==> src/rtl/mac_accumulator.sv <==
// mac_accumulator: sums a stream of sign-magnitude Q7.8 products into a
// 24-bit two's-complement accumulator and presents the saturated
// sign-magnitude result with a valid/ready handshake.
module mac_accumulator #(
  parameter int WIDTH     = 16,
  parameter int MAX_TERMS = 256
) (
  input  logic             clk,
  input  logic             rst_n,
  input  logic             in_valid,
  input  logic [WIDTH-1:0] in_data,
  input  logic             in_last,
  output logic             in_ready,
  output logic             out_valid,
  output logic [WIDTH-1:0] out_data,
  input  logic             out_ready,
  output logic             out_sat,
  output logic             out_trunc
);

  localparam int ACC_W = 24;
  localparam int CNT_W = $clog2(MAX_TERMS) + 1;
  localparam logic [ACC_W-1:0] MAG_MAX = ACC_W'((1 << (WIDTH - 1)) - 1);

  typedef enum logic [1:0] {
    IDLE  = 2'd0,
    ACCUM = 2'd1,
    HOLD  = 2'd2
  } state_t;

  state_t r_state;
  state_t w_state_next;

  logic [ACC_W-1:0] r_acc;
  logic [CNT_W-1:0] r_cnt;
  logic [WIDTH-1:0] r_out_data;
  logic             r_out_sat;
  logic             r_out_trunc;

  logic [ACC_W-1:0] w_mag;
  logic [ACC_W-1:0] w_term;
  logic [ACC_W-1:0] w_sum;
  logic [ACC_W-1:0] w_abs;
  logic [WIDTH-1:0] w_result;
  logic             w_sat;
  logic             w_accept;
  logic             w_at_limit;
  logic             w_close;

  // A beat is taken whenever the block is not presenting a result.
  assign w_accept   = in_valid && (r_state != HOLD);
  assign w_at_limit = (r_cnt == CNT_W'(MAX_TERMS - 1));
  assign w_close    = w_accept && (in_last || w_at_limit);

  // Decode the incoming sign-magnitude beat and form the running sum;
  // negative zero decodes to zero because negating zero leaves zero.
  always_comb begin
    w_mag  = {{(ACC_W - WIDTH + 1){1'b0}}, in_data[WIDTH-2:0]};
    w_term = in_data[WIDTH-1] ? (ACC_W'(0) - w_mag) : w_mag;
    w_sum  = r_acc + w_term;
  end

  // Convert the closing sum back to sign-magnitude, clamping large magnitudes.
  always_comb begin
    w_abs    = w_sum[ACC_W-1] ? (ACC_W'(0) - w_sum) : w_sum;
    w_sat    = 1'b0;
    w_result = {w_sum[ACC_W-1], w_abs[WIDTH-2:0]};
    if (w_abs > MAG_MAX) begin
      w_sat    = 1'b1;
      w_result = {w_sum[ACC_W-1], {(WIDTH - 1){1'b1}}};
    end
  end

  // State register.
  always_ff @(posedge clk) begin
    if (!rst_n) begin
      r_state <= IDLE;
    end else begin
      r_state <= w_state_next;
    end
  end

  // Next-state selection and handshake outputs.
  always_comb begin
    w_state_next = r_state;
    in_ready     = 1'b1;
    out_valid    = 1'b0;
    case (r_state)
      IDLE: begin
        if (w_close) begin
          w_state_next = HOLD;
        end else if (w_accept) begin
          w_state_next = ACCUM;
        end
      end
      ACCUM: begin
        if (w_close) begin
          w_state_next = HOLD;
        end
      end
      HOLD: begin
        in_ready  = 1'b0;
        out_valid = 1'b1;
        if (out_ready) begin
          w_state_next = IDLE;
        end
      end
      default: begin
        w_state_next = IDLE;
      end
    endcase
  end

  // Accumulator, term counter and registered result; the result registers
  // only change when a sum closes, so they stay stable while held.
  always_ff @(posedge clk) begin
    if (!rst_n) begin
      r_acc       <= '0;
      r_cnt       <= '0;
      r_out_data  <= '0;
      r_out_sat   <= 1'b0;
      r_out_trunc <= 1'b0;
    end else if (r_state == HOLD) begin
      if (out_ready) begin
        r_acc       <= '0;
        r_cnt       <= '0;
        r_out_data  <= '0;
        r_out_sat   <= 1'b0;
        r_out_trunc <= 1'b0;
      end
    end else if (w_accept) begin
      r_acc <= w_sum;
      r_cnt <= r_cnt + CNT_W'(1);
      if (w_close) begin
        r_out_data  <= w_result;
        r_out_sat   <= w_sat;
        r_out_trunc <= ~in_last;
      end
    end
  end

  assign out_data  = r_out_data;
  assign out_sat   = r_out_sat;
  assign out_trunc = r_out_trunc;

endmodule

==> config.mk <==
export PLATFORM = sky130hd
export DESIGN_NAME = mac_accumulator
export DESIGN_NICKNAME = d
export VERILOG_FILES = /design/src/rtl/mac_accumulator.sv
export SDC_FILE = /design/constraint.sdc
export NUM_CORES = 1
export LEC_CHECK = 0
export CELL_PAD_IN_SITES_DETAIL_PLACEMENT = 1
export CELL_PAD_IN_SITES_GLOBAL_PLACEMENT = 2
export CORE_ASPECT_RATIO = 1.2
export CORE_UTILIZATION = 40
export CTS_BUF_LIST = sky130_fd_sc_hd__clkbuf_2
export DETAILED_ROUTE_END_ITERATION = 8
export HOLD_SLACK_MARGIN = 0.03
export PLACE_DENSITY_LB_ADDON = 0.1
export REMOVE_ABC_BUFFERS = 1
export SETUP_SLACK_MARGIN = 0.5
export SYNTH_ARGS = -nofsm -noshare
export SYNTH_HDL_FRONTEND = slang
export SYNTH_SLANG_ARGS = --single-unit
==> constraint.sdc <==
create_clock -name clk -period 12.6 [get_ports clk]
set_input_delay 1.89 -clock clk [delete_from_list [all_inputs] [get_ports clk]]
set_output_delay 1.89 -clock clk [all_outputs]
set_load 0.01 [all_outputs]
Yosys cells after proc, flatten, opt, wreduce, memory -nomap -nowiden
Index checks and enable logic that the tools add are counted.
- equality and inequality tests: 7
- bitwise logic cells: 1
- add/sub/neg operators: 4
- mux-type cells: 28
- order comparisons: 1
- reductions and logical operators: 9
- operators by type and width (kind ; count):
    $mux 24 ; 5
    $mux 16 ; 4
    $mux 9 ; 3
    $add 24x24->24 ; 1
    $gt 24x15->1 const B ; 1
    $sub 1x24->24 const A ; 1
    $sub 1x15->16 const A ; 1
    $mux 15 ; 1
    $mux 1 ; 10
    $add 9x1->9 const B ; 1
    $eq 9x8->1 const B ; 1
    $mux 2 ; 4
    $ne 2x2->1 const B ; 3
    $pmux 2 s3 ; 1
    $reduce_and 3->1 ; 2
    $reduce_bool 2->1 ; 2
    $ne 3x3->1 const B ; 1
    $eq 2x1->1 const B ; 1
    $eq 2x2->1 const B ; 1
    $logic_and 1x1->1 ; 2
    $logic_not 2->1 ; 1
    $reduce_and 2->1 ; 1
    $logic_or 1x1->1 ; 1
    $not 1->1 ; 1
- input bits: 21
- register bits: 53
- output and inout port bits: 20

Depth between registers and ports, before layout
Gate-level depths: netlist (run 1).
- depth after elaboration: 10
- depth in mapped cells: 22

Least setup slack after synthesis (run 1)
Ideal clock, no wire load.
- path kind: input -> register
- from: in in_data[7]
- to: reg r_out_data[10], in the netlist out_data[10]
- arrival time: 6158 ps
- library setup time: 131 ps
- stages on the path: 18
- path slack: 6311 ps
- cells stage by stage: or3_1 or3_1 or3_1 o31ai_1 xnor2_1 ha_1 buf_2 nand4_1 o21bai_1 or3b_1 o211ai_4 nand3b_4 or4_4 nor4_1 o21ai_2 a22oi_4 buf_12 a31oi_4
- cells in the longest elaborated chain, start to end: 10
- RTL lines (item ; RTL line ; source):
    start, declared ; 11 ; input logic [WIDTH-1:0] in_data,
    $sub 1x15->16 ; 59 ; w_term = in_data[WIDTH-1] ? (ACC_W'(0) - w_mag) : w_mag;
    $mux 24 * ; 59 ;
    $add 24x24->24 * ; 60 ; w_sum = r_acc + w_term;
    $sub 1x24->24 ; 65 ; w_abs = w_sum[ACC_W-1] ? (ACC_W'(0) - w_sum) : w_sum;
    $mux 24 * ; 65 ;
    $gt 24x15->1 ; 68 ; if (w_abs > MAG_MAX) begin
    $mux 15 * ; 68 ;
    $mux 16 * ; 134 ; if (w_close) begin
    $mux 16 * ; 131 ; end else if (w_accept) begin
    $mux 16 * ; 123 ; end else if (r_state == HOLD) begin
    end signal, assigned ; 135 ; r_out_data <= w_result;
    end, declared ; 36 ; logic [WIDTH-1:0] r_out_data;
Mark *: on every way between the ends. The rest lies on a longest branch, timed or not. The select of a mux whose other input is x is not followed.
A chain may end at the register's enable or synchronous reset.

Final worst setup path (run 1)
- from: in in_data[7]
- to: reg r_out_data[13], in the netlist out_data[13]
Same word-level chain as after synthesis.

==> results of run 1 <==
## power by group through the flow
stage	clock network (uW)	logic, uW	registers (uW)
2_1_floorplan	0	315	198
3_3_place_gp	0	424	200
3_5_place_dp	0	434	200
4_1_cts	102	436	198
5_1_grt	108	476	200
6_report	98.0	435	198
## cells in the mapped netlist (all sizes together), types with 7 or more instances
| library cell | instances | area share, % |
|---|---|---|
| buf | 16 | 2.6 |
| a21oi | 35 | 3.5 |
| o31ai | 8 | 1.3 |
| a21o | 11 | 1.6 |
| ha | 28 | 6.8 |
| xor2 | 18 | 3.2 |
| a211oi | 8 | 1.4 |
| nor3 | 18 | 2.0 |
| dfxtp | 53 | 21 |
| xnor2 | 24 | 4.1 |
| o21ai | 57 | 5.7 |
| nand2 | 44 | 3.2 |
| o211ai | 8 | 1.4 |
| or3 | 9 | 1.2 |
| nand3 | 10 | 0.97 |
| and2 | 32 | 3.9 |
| a31oi | 22 | 5.7 |
| clkbuf | 25 | 1.8 |
| nand4 | 11 | 1.5 |
| and3 | 8 | 0.97 |
| a22oi | 21 | 3.3 |
| nor2b | 28 | 3.4 |
| nor4 | 7 | 0.85 |
| nor2 | 33 | 2.5 |
| inv | 18 | 1.3 |
## cell type report
| class | count | area share [%] |
|---|---|---|
| Multi-Input combinational cell | 526 | 67.62 |
| Clock buffer | 5 | 0.4447 |
| Tap cell | 164 | 3.647 |
| Timing Repair Buffer | 42 | 7.383 |
| Inverter | 18 | 1.201 |
| Sequential cell | 53 | 18.86 |
| Clock inverter | 3 | 0.8450 |
## registers in the layout (all words and copies together) (netlist names)
register / count
r_acc: 24
out_data: 16
r_cnt: 9
r_state: 2
out_sat: 1
out_trunc: 1
## kinds of logic (layout without fill, tap and decap cells)
group,count (synthesis),count (layout),share of synthesized area [%]
multiplexers,1,1,0.1945
buffers and inverters,59,68,5.688
flip-flops,53,53,20.61
AO/OA/AOI/OAI,220,220,32.72
XOR/XNOR,42,42,7.292
AND/OR/NAND/NOR,234,234,26.30
adder cells (fa/ha/maj),29,29,7.195
## worst max path at each step
stage / startpoint / to / slack [ns] / depth (start not counted)
after global placement: in_data[7] / out_data[0]$_SDFFE_PN0P_ / 4.77 / 17
final: in_data[7] / out_data[13]$_SDFFE_PN0P_ / 5.20 / 17
after detailed placement: in_data[7] / out_data[4]$_SDFFE_PN0P_ / 4.65 / 17
after CTS: in_data[7] / out_data[4]$_SDFFE_PN0P_ / 5.26 / 17
after floorplan: in_data[7] / out_data[1]$_SDFFE_PN0P_ / 5.97 / 16
after global routing: in_data[7] / out_data[4]$_SDFFE_PN0P_ / 4.94 / 17
## metrics by stage
step | hold WS [ns] | total power, uW
final | 0.4769 | 730.9
after global routing | 0.4939 | 784.0
after CTS | 0.4808 | 736.3
after detailed placement | 0.4528 | 634.8
after global placement | 0.4408 | 624.9
after floorplan | 0.4233 | 513.2
## layer usage
layer / vias to the layer above / share of wire [%] / global-route usage (%)
li1: 2384 / - / -
met1: 2421 / 45 / 28.51
met2: 90 / 51 / 44.16
met3: 16 / 2.5 / 2.174
met4: 0 / 1.6 / 7.271
met5: - / 0 / 0
## worst reg2reg max path, delay by kind of cell (launching register included)
family / cells / cell delay [ns]
AOI/OAI and AO/OA: 6 / 1.69
adders and majority gates: 2 / 0.72
buffers and inverters: 1 / 0.07
DFF: 1 / 0.42
and+or+nand+nor: 4 / 1.96
==> key figures, run 1 <==
Worst setup path
  • CP peak stage delay: 0.94 ns
  • Worst path top cell family by delay: simple AND/OR/NAND/NOR gates
  • Critical path peak fanout: 16
  • Worst R2R Path Depth: 13
  • Reg2reg setup slack: 7.57 ns
  • Crit path DAT: 7.75 ns
  • Most used cell along the critical path: or3_1
  • Critical path data required time: 12.94 ns
  • Slowest stage cell, crit path: and4_1
  • Reg2Reg Launch Point: r_acc[0]$_SDFFE_PN0P_
  • Reg-to-reg endpoint: out_data[13]$_SDFFE_PN0P_
  • Cells along the critical path: clkdlybuf4s50_1 -> or3_1 -> or3_1 -> or3_1 -> o31ai_1 -> xnor2_1 -> ha_1 -> o21ai_0 -> o211a_1 -> a2111oi_2 -> o211ai_1 -> nand3b_4 -> nor3_1 -> o2111ai_1 -> a32oi_1 -> and4_1 -> a31oi_4
  • Crit Path Category: input port to flop
  • CP Capture Type: flop
  • Crit path launch type: input port
  • Buf+Inv Stages, Crit Path: 1

Logic synthesis
  • Synthesized cell area: 5147 um2
  • Sequential fraction of the synthesis area: 20.61%
  • Post-synth EDFFs: 0
  • Syn_area_per_cell: 8.068 um2
  • Post-synth ARST share: 0%
  • #FFs+latches synth: 53
  • Post-Synthesis Cells: 638
  • Yosys warnings: 0
  • Synth cell types: 86
  • Synth Flop Type: dfxtp_1

STA
  • Min Clock Period, post-route: 7.404 ns
  • Worst slew margin: 20.58%
  • Pins Over Slew Limit: 0
  • Highest Clock Rate: 135.1 MHz
  • Worst-Margin Slew: 1.191 ns
  • Final WS setup: 5.196 ns
  • Fin crit share: 58.76%
  • TNS Setup: 0 ns
  • Setup violators final: 0
  • RSZ-0062 raised after global routing: no
  • Max Clock Skew: 0.04769 ns
  • Hold Vio Cnt, Final: 0

Global routing
  • Number of global-route vias before repair: 4,968
  • Total GRT Usage: 23.70%
  • Initial antenna violation count: 0
  • GRT overflow: 0
  • Largest net degree at the start of global routing: 51
  • Global-route wire length before repair: 25,370 um

Floorplan
  • Rows: 45
  • CORE AREA: 12,610 um2
  • Die area: 13,330 um2
  • Initial core utilization: 40.81%
  • Die X: 105.6 um
  • Boundary Pins: 41
  • DIE HEIGHT: 126.3 um

Detailed routing
  • Via count: 4,911
  • DR pass1 iterations: 4
  • First DRT Iteration DRCs: 140
  • Vias/cell: 6.055
  • Drt total wl: 15,420 um
  • Detail Route Antenna Nets: 0
  • Wire length per cell: 19.01 um
  • Residual DRC: 0

Worst hold path
  • Startpoint of the worst hold path: r_state[1]$_SDFFE_PN0P_
  • HP Class: flop to flop
  • Hold Path Depth: 1
  • WHS Endpoint: r_state[0]$_SDFFE_PN0P_

Power and ir drop
  • Highest ir drop seen on vdd: 0.04400 mV
  • Internal power: 382.5 uW
  • Pwr dens: 129.9 nW/um2
  • Clock Power Share: 13.4%
  • Switching Fraction: 47.66%
  • Sequential share of power: 27.0%
  • P_leak: 0.002059 uW
  • P_sw: 348.4 uW
  • Combinational Power Share: 59.6%

Layout
  • Fin util: 44.61%
  • Filler cell count: 1,519
  • Post-route design area: 5627 um2
  • Fraction of layout cells with a size suffix above 1: 7.728%
  • Synthesis-to-finish area growth: 9.310%
  • Fin cells: 811
  • Diodes inserted: 0
  • Register area: 1061 um2
  • Most frequent cells in the layout: o21ai_0, dfxtp_1, nand2_1
  • Nets: 696
  • Area of the multi-input gates: 3805 um2

Clocking
  • Max H-tree Level: 2
  • Skew-Pair Late Insertion Delay: 0.51 ns
  • Post-CTS Setup Inserts: 0
  • TritonCTS Buffers: 5
  • Root Buffer: clkbuf_2
  • CTS Sinks: 53
  • CTS Hold Bufs: 0
  • CTS tree: yes
  • Clock buffer depth: 2
  • CTS clk-pin slew, worst paths: 0.31 ns
  • Post-cts resize count: 0

Job
  • Max Cap Viol: 0

Place
  • Placement Setup Slack: 4.648 ns
  • Detailed placement HPWL: 11,930 um
  • Post-DP Area: 5554 um2
  • Port Buffers: 40
  • RePlAce Congestion: 0.8700
  • # placed instances: 803

Status
  • Status: complete, no violations
(Power assumes the default switching activity.)
==> inputs of run 2 (changes only) <==
--- a/config.mk
+++ b/config.mk
@@ -8,7 +8,7 @@
 export CELL_PAD_IN_SITES_DETAIL_PLACEMENT = 1
 export CELL_PAD_IN_SITES_GLOBAL_PLACEMENT = 2
 export CORE_ASPECT_RATIO = 1.2
-export CORE_UTILIZATION = 40
+export CORE_UTILIZATION = 37
 export CTS_BUF_LIST = sky130_fd_sc_hd__clkbuf_2
 export DETAILED_ROUTE_END_ITERATION = 8
 export HOLD_SLACK_MARGIN = 0.03
==> constraint.sdc (replaced) <==
create_clock -name clk -period 7.25 [get_ports clk]
set_input_delay 1.0875 -clock clk [delete_from_list [all_inputs] [get_ports clk]]
set_output_delay 1.0875 -clock clk [all_outputs]
set_load 0.01 [all_outputs]
==> key figures, run 2 (synthesized netlist as in run 1, its figures left out) <==
Place
  • Port Buffers: 40 (unchanged)
  • RePlAce Congestion: 0.8736 (was 0.8700)
  • Placement Setup Slack: 0.4062 ns (was 4.648 ns)
  • Detailed placement HPWL: 12,300 um (was 11,930 um)

STA
  • Pins Over Slew Limit: 0 (unchanged)
  • Max Clock Skew: 0.01021 ns (was 0.04769 ns)
  • TNS Setup: 0 ns (unchanged)
  • RSZ-0062 raised after global routing: no (unchanged)
  • Fin crit share: 86.72%
  • Final WS setup: 0.9625 ns (was 5.196 ns)
  • Worst slew margin: 19.17% (was 20.58%)
  • Setup violators final: 0 (unchanged)
  • Worst-Margin Slew: 1.212 ns (was 1.191 ns)
  • Min Clock Period, post-route: 6.288 ns
  • Highest Clock Rate: 159.0 MHz
  • Hold Vio Cnt, Final: 0 (unchanged)

Worst setup path
  • Crit path launch type: input port (unchanged)
  • Most used cell along the critical path: or3_1 (unchanged)
  • Critical path peak fanout: 16 (unchanged)
  • Worst path top cell family by delay: simple AND/OR/NAND/NOR gates (unchanged)
  • Slowest stage cell, crit path: or4_4 (was and4_1)
  • Critical path data required time: 7.64 ns (was 12.94 ns)
  • Buf+Inv Stages, Crit Path: 2 (was 1)
  • Crit path DAT: 6.68 ns (was 7.75 ns)
  • Cells along the critical path: clkdlybuf4s50_1 -> or3_1 -> or3_1 -> or3_1 -> o31ai_1 -> xnor2_1 -> ha_1 -> o21ai_0 -> o211a_1 -> a2111oi_2 -> o211ai_1 -> nand3b_4 -> or4_4 -> nor4_1 -> o21ai_2 -> a22oi_4 -> buf_4 -> a31oi_1 (was clkdlybuf4s50_1 -> or3_1 -> or3_1 -> or3_1 -> o31ai_1 -> xnor2_1 -> ha_1 -> o21ai_0 -> o211a_1 -> a2111oi_2 -> o211ai_1 -> nand3b_4 -> nor3_1 -> o2111ai_1 -> a32oi_1 -> and4_1 -> a31oi_4)
  • CP Capture Type: flop (unchanged)
  • Crit Path Category: input port to flop (unchanged)
  • CP peak stage delay: 0.56 ns (was 0.94 ns)

Clocking
  • Post-cts resize count: 0 (unchanged)
  • CTS Sinks: 53 (unchanged)
  • Root Buffer: clkbuf_2 (unchanged)
  • Max H-tree Level: 2 (unchanged)
  • TritonCTS Buffers: 5 (unchanged)
  • Clock buffer depth: 2 (unchanged)
  • Post-CTS Setup Inserts: 0 (unchanged)
  • Skew-Pair Late Insertion Delay: 0.47 ns (was 0.51 ns)
  • CTS Hold Bufs: 0 (unchanged)
  • CTS clk-pin slew, worst paths: 0.28 ns (was 0.31 ns)
  • CTS tree: yes (unchanged)

Power and ir drop
  • Switching Fraction: 48.70% (was 47.66%)
  • Combinational Power Share: 61.4% (was 59.6%)
  • P_sw: 598.2 uW (was 348.4 uW)
  • Pwr dens: 218.0 nW/um2 (was 129.9 nW/um2)
  • Clock Power Share: 10.6% (was 13.4%)
  • Internal power: 630.2 uW (was 382.5 uW)
  • Highest ir drop seen on vdd: 0.07847 mV (was 0.04400 mV)
  • P_leak: 0.002065 uW (was 0.002059 uW)
  • Sequential share of power: 28.0% (was 27.0%)

Floorplan
  • Rows: 46 (was 45)
  • CORE AREA: 13,410 um2 (was 12,610 um2)
  • Boundary Pins: 41 (unchanged)
  • Die area: 14,390 um2 (was 13,330 um2)
  • Initial core utilization: 38.38% (was 40.81%)
  • DIE HEIGHT: 131.2 um (was 126.3 um)
  • Die X: 109.7 um (was 105.6 um)

Global routing
  • Largest net degree at the start of global routing: 51 (unchanged)
  • GRT overflow: 0 (unchanged)
  • Number of global-route vias before repair: 4,934 (was 4,968)
  • Initial antenna violation count: 1 (was 0)
  • Global-route wire length before repair: 25,810 um (was 25,370 um)
  • Total GRT Usage: 22.72% (was 23.70%)

Layout
  • Reg with most FFs: r_acc (unchanged)
  • Filler cell count: 1,660 (was 1,519)
  • Most frequent cells in the layout: o21ai_0, dfxtp_1, nand2_1 (unchanged)
  • Max reg flops: 24 (unchanged)
  • Fraction of layout cells with a size suffix above 1: 8.295% (was 7.728%)
  • Synthesis-to-finish area growth: 9.455% (was 9.310%)
  • Nets: 700 (was 696)

Detailed routing
  • DR pass1 iterations: 4 (unchanged)
  • Vias/cell: 5.983 (was 6.055)
  • Detail Route Antenna Nets: 0 (unchanged)
  • Residual DRC: 0 (unchanged)
  • Wire length per cell: 19.33 um (was 19.01 um)
  • Drt total wl: 15,850 um (was 15,420 um)
  • Via count: 4,906 (was 4,911)
  • First DRT Iteration DRCs: 179 (was 140)

Job
  • Max Cap Viol: 0 (unchanged)

Worst hold path
  • HP Class: flop to flop (unchanged)

Status
  • Status: complete, no violations (unchanged)
[run 2: changes by cell type in the layout (fill, tap and decap cells not counted), sizes merged]
| cell | before | now |
|---|---|---|
| diode | 0 | 1 |
| clkbuf | 5 | 7 |
| buf | 2 | 6 |
| clkinvlp | 0 | 1 |
| bufinv | 1 | 0 |
| inv | 20 | 18 |
[run 2: cell type report]
type                    count  area, um2  share of cell area, %
diodes                      1      2.502                0.04441
flip-flops and latches     53       1061                  18.83
well taps                 168      210.2                  3.731
multi-input cells         526       3805                  67.53
repair buffers             46      445.4                  7.906
inverters                  18      67.56                  1.199
clock buffers               7      35.03                 0.6218
clock inverters             1      7.507                 0.1332
[run 2: power groups by stage]
stage / combinational [uW] / sequential, uW / clock (uW)
floorplan: 548 / 344 / 0
global placement: 736 / 349 / 0
detailed placement: 753 / 349 / 0
CTS: 756 / 345 / 137
global route: 829 / 348 / 144
finish: 754 / 344 / 130
[run 2: layer usage]
layer | global-route usage, % | vias to the layer above | share of wire, % | routed length, um
li1 | - | 2394 | - | -
met1 | 28.21 | 2432 | 45 | 7152
met2 | 40.53 | 66 | 52 | 8183
met3 | 1.587 | 14 | 1.5 | 237
met4 | 7.630 | 0 | 1.8 | 278
met5 | 0 | - | 0 | 0
[run 2: stage by stage]
step	cells	utilization [%]	instance area (um2)	power (uW)	hold slack (ns)
finish	820	42.01	5634	1228	0.4912
detailed placement	811	41.68	5589	1103	0.4691
global route	820	42.01	5634	1321	0.5054
CTS	819	41.99	5632	1237	0.4988
global placement	811	41.68	5589	1085	0.4426
floorplan	597	-	4922	892.0	0.4233
[run 2: worst paths after layout]
path | startpoint | to | slack (ns) | cells after the start
min reg2reg | r_state[1]$_SDFFE_PN0P_ | r_state[0]$_SDFFE_PN0P_ | 0.49 | 1
max | in_data[7] | out_data[2]$_SDFFE_PN0P_ | 0.96 | 18
min | r_state[1]$_SDFFE_PN0P_ | r_state[0]$_SDFFE_PN0P_ | 0.49 | 1
max reg2reg | r_acc[0]$_SDFFE_PN0P_ | out_data[2]$_SDFFE_PN0P_ | 2.77 | 14
==> inputs of run 3 (changes only) <==
--- a/config.mk
+++ b/config.mk
@@ -15,6 +15,7 @@
 export PLACE_DENSITY_LB_ADDON = 0.1
 export REMOVE_ABC_BUFFERS = 1
 export SETUP_SLACK_MARGIN = 0.5
+export SLEW_MARGIN = 20
 export SYNTH_ARGS = -nofsm -noshare
 export SYNTH_HDL_FRONTEND = slang
 export SYNTH_SLANG_ARGS = --single-unit
==> key figures, run 3 (synthesized netlist as in run 1, its figures left out) <==
Worst setup path
  • Critical path peak fanout: 16 (unchanged)
  • Crit Path Category: input port to flop (unchanged)
  • Crit path launch type: input port (unchanged)
  • Reg2Reg Launch Point: r_acc[0]$_SDFFE_PN0P_ (unchanged)
  • Critical path data required time: 7.64 ns (about the same)
  • Worst R2R Path Depth: 14 (unchanged)
  • Reg2reg setup slack: 2.77 ns (about the same)
  • Crit path DAT: 6.68 ns (about the same)
  • Reg-to-reg endpoint: out_data[2]$_SDFFE_PN0P_ (unchanged)
  • CP Capture Type: flop (unchanged)

Clocking
  • Root Buffer: clkbuf_2 (unchanged)
  • CTS tree: yes (unchanged)
  • Skew-Pair Late Insertion Delay: 0.48 ns (was 0.47 ns)
  • CTS Sinks: 53 (unchanged)
  • Clock buffer depth: 2 (unchanged)
  • CTS Hold Bufs: 0 (unchanged)
  • TritonCTS Buffers: 5 (unchanged)
  • Post-cts resize count: 0 (unchanged)
  • Post-CTS Setup Inserts: 0 (unchanged)
  • CTS clk-pin slew, worst paths: 0.27 ns (was 0.28 ns)
  • Max H-tree Level: 2 (unchanged)

Floorplan
  • Boundary Pins: 41 (unchanged)
  • Initial core utilization: 38.38% (unchanged)
  • Die X: 109.7 um (unchanged)
  • Rows: 46 (unchanged)
  • Die area: 14,390 um2 (unchanged)
  • CORE AREA: 13,410 um2 (unchanged)
  • DIE HEIGHT: 131.2 um (unchanged)

Job
  • Max Cap Viol: 0 (unchanged)

Layout
  • Filler cell count: 1,662 (was 1,660)
  • Most frequent cells in the layout: o21ai_0, dfxtp_1, nand2_1 (unchanged)
  • Nets: 700 (unchanged)
  • Synthesis-to-finish area growth: 9.480% (was 9.455%)
  • Area of the multi-input gates: 3806 um2 (was 3805 um2)
  • Fin cells: 820 (unchanged)
  • Reg with most FFs: r_acc (unchanged)
  • Register area: 1061 um2 (unchanged)
  • Fraction of layout cells with a size suffix above 1: 8.449% (was 8.295%)
  • Max reg flops: 24 (unchanged)

STA
  • Highest Clock Rate: 158.9 MHz (was 159.0 MHz)
  • Setup violators final: 0 (unchanged)
  • Worst-Margin Slew: 0.8983 ns (was 1.212 ns)
  • Final WS setup: 0.9569 ns (was 0.9625 ns)
  • Fin crit share: 86.80% (was 86.72%)
  • RSZ-0062 raised after global routing: no (unchanged)
  • TNS Setup: 0 ns (unchanged)
  • Max Clock Skew: 0.01178 ns (was 0.01021 ns)
  • Worst slew margin: 39.98% (was 19.17%)
  • Pins Over Slew Limit: 0 (unchanged)
  • Min Clock Period, post-route: 6.293 ns (was 6.288 ns)
  • Hold Vio Cnt, Final: 0 (unchanged)

Place
  • # placed instances: 811 (unchanged)
  • Placement Setup Slack: 0.4062 ns (unchanged)
  • Detailed placement HPWL: 12,300 um (unchanged)
  • RePlAce Congestion: 0.8736 (unchanged)
  • Port Buffers: 40 (unchanged)

Global routing
  • Global-route wire length before repair: 25,810 um (unchanged)
  • Total GRT Usage: 22.72% (unchanged)
  • M3 GR Usage: 1.587% (unchanged)
  • Initial antenna violation count: 1 (unchanged)
  • Met2 usage: 40.53% (unchanged)
  • Number of global-route vias before repair: 4,934 (unchanged)
  • Largest net degree at the start of global routing: 51 (unchanged)
  • GRT overflow: 0 (unchanged)
  • Met1 usage: 28.21% (unchanged)
  • Top Usage Layer GRT: met2 (unchanged)

Power and ir drop
  • Pwr dens: 218.1 nW/um2 (was 218.0 nW/um2)
  • Highest ir drop seen on vdd: 0.07842 mV (was 0.07847 mV)
  • P_leak: 0.002066 uW (was 0.002065 uW)

Detailed routing
  • DR pass1 iterations: 4 (unchanged)
  • Vias/cell: 5.987 (was 5.983)
  • Via count: 4,909 (was 4,906)
  • First DRT Iteration DRCs: 189 (was 179)
  • Residual DRC: 0 (unchanged)
  • Detail Route Antenna Nets: 0 (unchanged)
  • Wire length per cell: 19.34 um (was 19.33 um)
  • Drt total wl: 15,860 um (was 15,850 um)

Worst hold path
  • HP Class: flop to flop (unchanged)
  • Hold Path Depth: 1 (unchanged)
  • Startpoint of the worst hold path: r_state[1]$_SDFFE_PN0P_ (unchanged)
  • WHS Endpoint: r_state[0]$_SDFFE_PN0P_ (unchanged)

Status
  • Status: complete, no violations (unchanged)
## run 3: cell types whose count changed in the layout (fill, tap and decap cells not counted)
cell | previous run | this run
and2_1 | 31 | 30
and2_2 | 0 | 1
## run 3: critical path, cell delays in order
cell and delay (ns):
clkdlybuf4s50_1 0.45, or3_1 0.40, or3_1 0.39, or3_1 0.43, o31ai_1 0.26, xnor2_1 0.11, ha_1 0.54, o21ai_0 0.22
o211a_1 0.26, a2111oi_2 0.33, o211ai_1 0.33, nand3b_4 0.28, or4_4 0.56, nor4_1 0.25, o21ai_2 0.11, a22oi_4 0.17
buf_4 0.34, a31oi_1 0.13
## run 3: cell type report
cell class / instances / area share (%)
diodes: 1 / 0.04441
clock buffers: 7 / 0.6217
inverters: 18 / 1.199
multi-input cells: 526 / 67.54
clock inverters: 1 / 0.1332
flip-flops and latches: 53 / 18.83
repair buffers: 46 / 7.904
well taps: 168 / 3.730
## run 3: how the worst max path moves through the flow
stage,from,to,slack [ns],cells after the start
3_3_place_gp,in_data[7],out_data[5]$_SDFFE_PN0P_,0.51,18
4_1_cts,in_data[7],out_data[4]$_SDFFE_PN0P_,0.97,18
3_5_place_dp,in_data[7],out_data[4]$_SDFFE_PN0P_,0.41,18
6_report,in_data[7],out_data[2]$_SDFFE_PN0P_,0.96,18
2_1_floorplan,in_data[7],out_data[1]$_SDFFE_PN0P_,1.43,16
5_1_grt,in_data[7],out_data[4]$_SDFFE_PN0P_,0.63,18
## run 3: where the power goes
part	switching (uW)	internal, uW	leakage (uW)
Sequential	22.6	322	0.000436
Clock	104	26.5	0.0000292
Combinational	473	282	0.00160
Total	599	630	0.00207
## run 3: through the flow
step / cell area (um2) / util, % / total power [uW] / hold WS (ns)
2_1_floorplan: 4922 / - / 892.0 / 0.4233
3_3_place_gp: 5589 / 41.68 / 1085 / 0.4426
3_5_place_dp: 5589 / 41.68 / 1103 / 0.4691
4_1_cts: 5632 / 41.99 / 1237 / 0.4988
5_1_grt: 5635 / 42.02 / 1321 / 0.5054
6_report: 5635 / 42.02 / 1229 / 0.4907
## run 3: routing by layer
metal	up-vias	wire length [um]
met3	16	272
met2	65	8133
li1	2399	-
met5	-	0
met1	2429	7129
met4	0	322
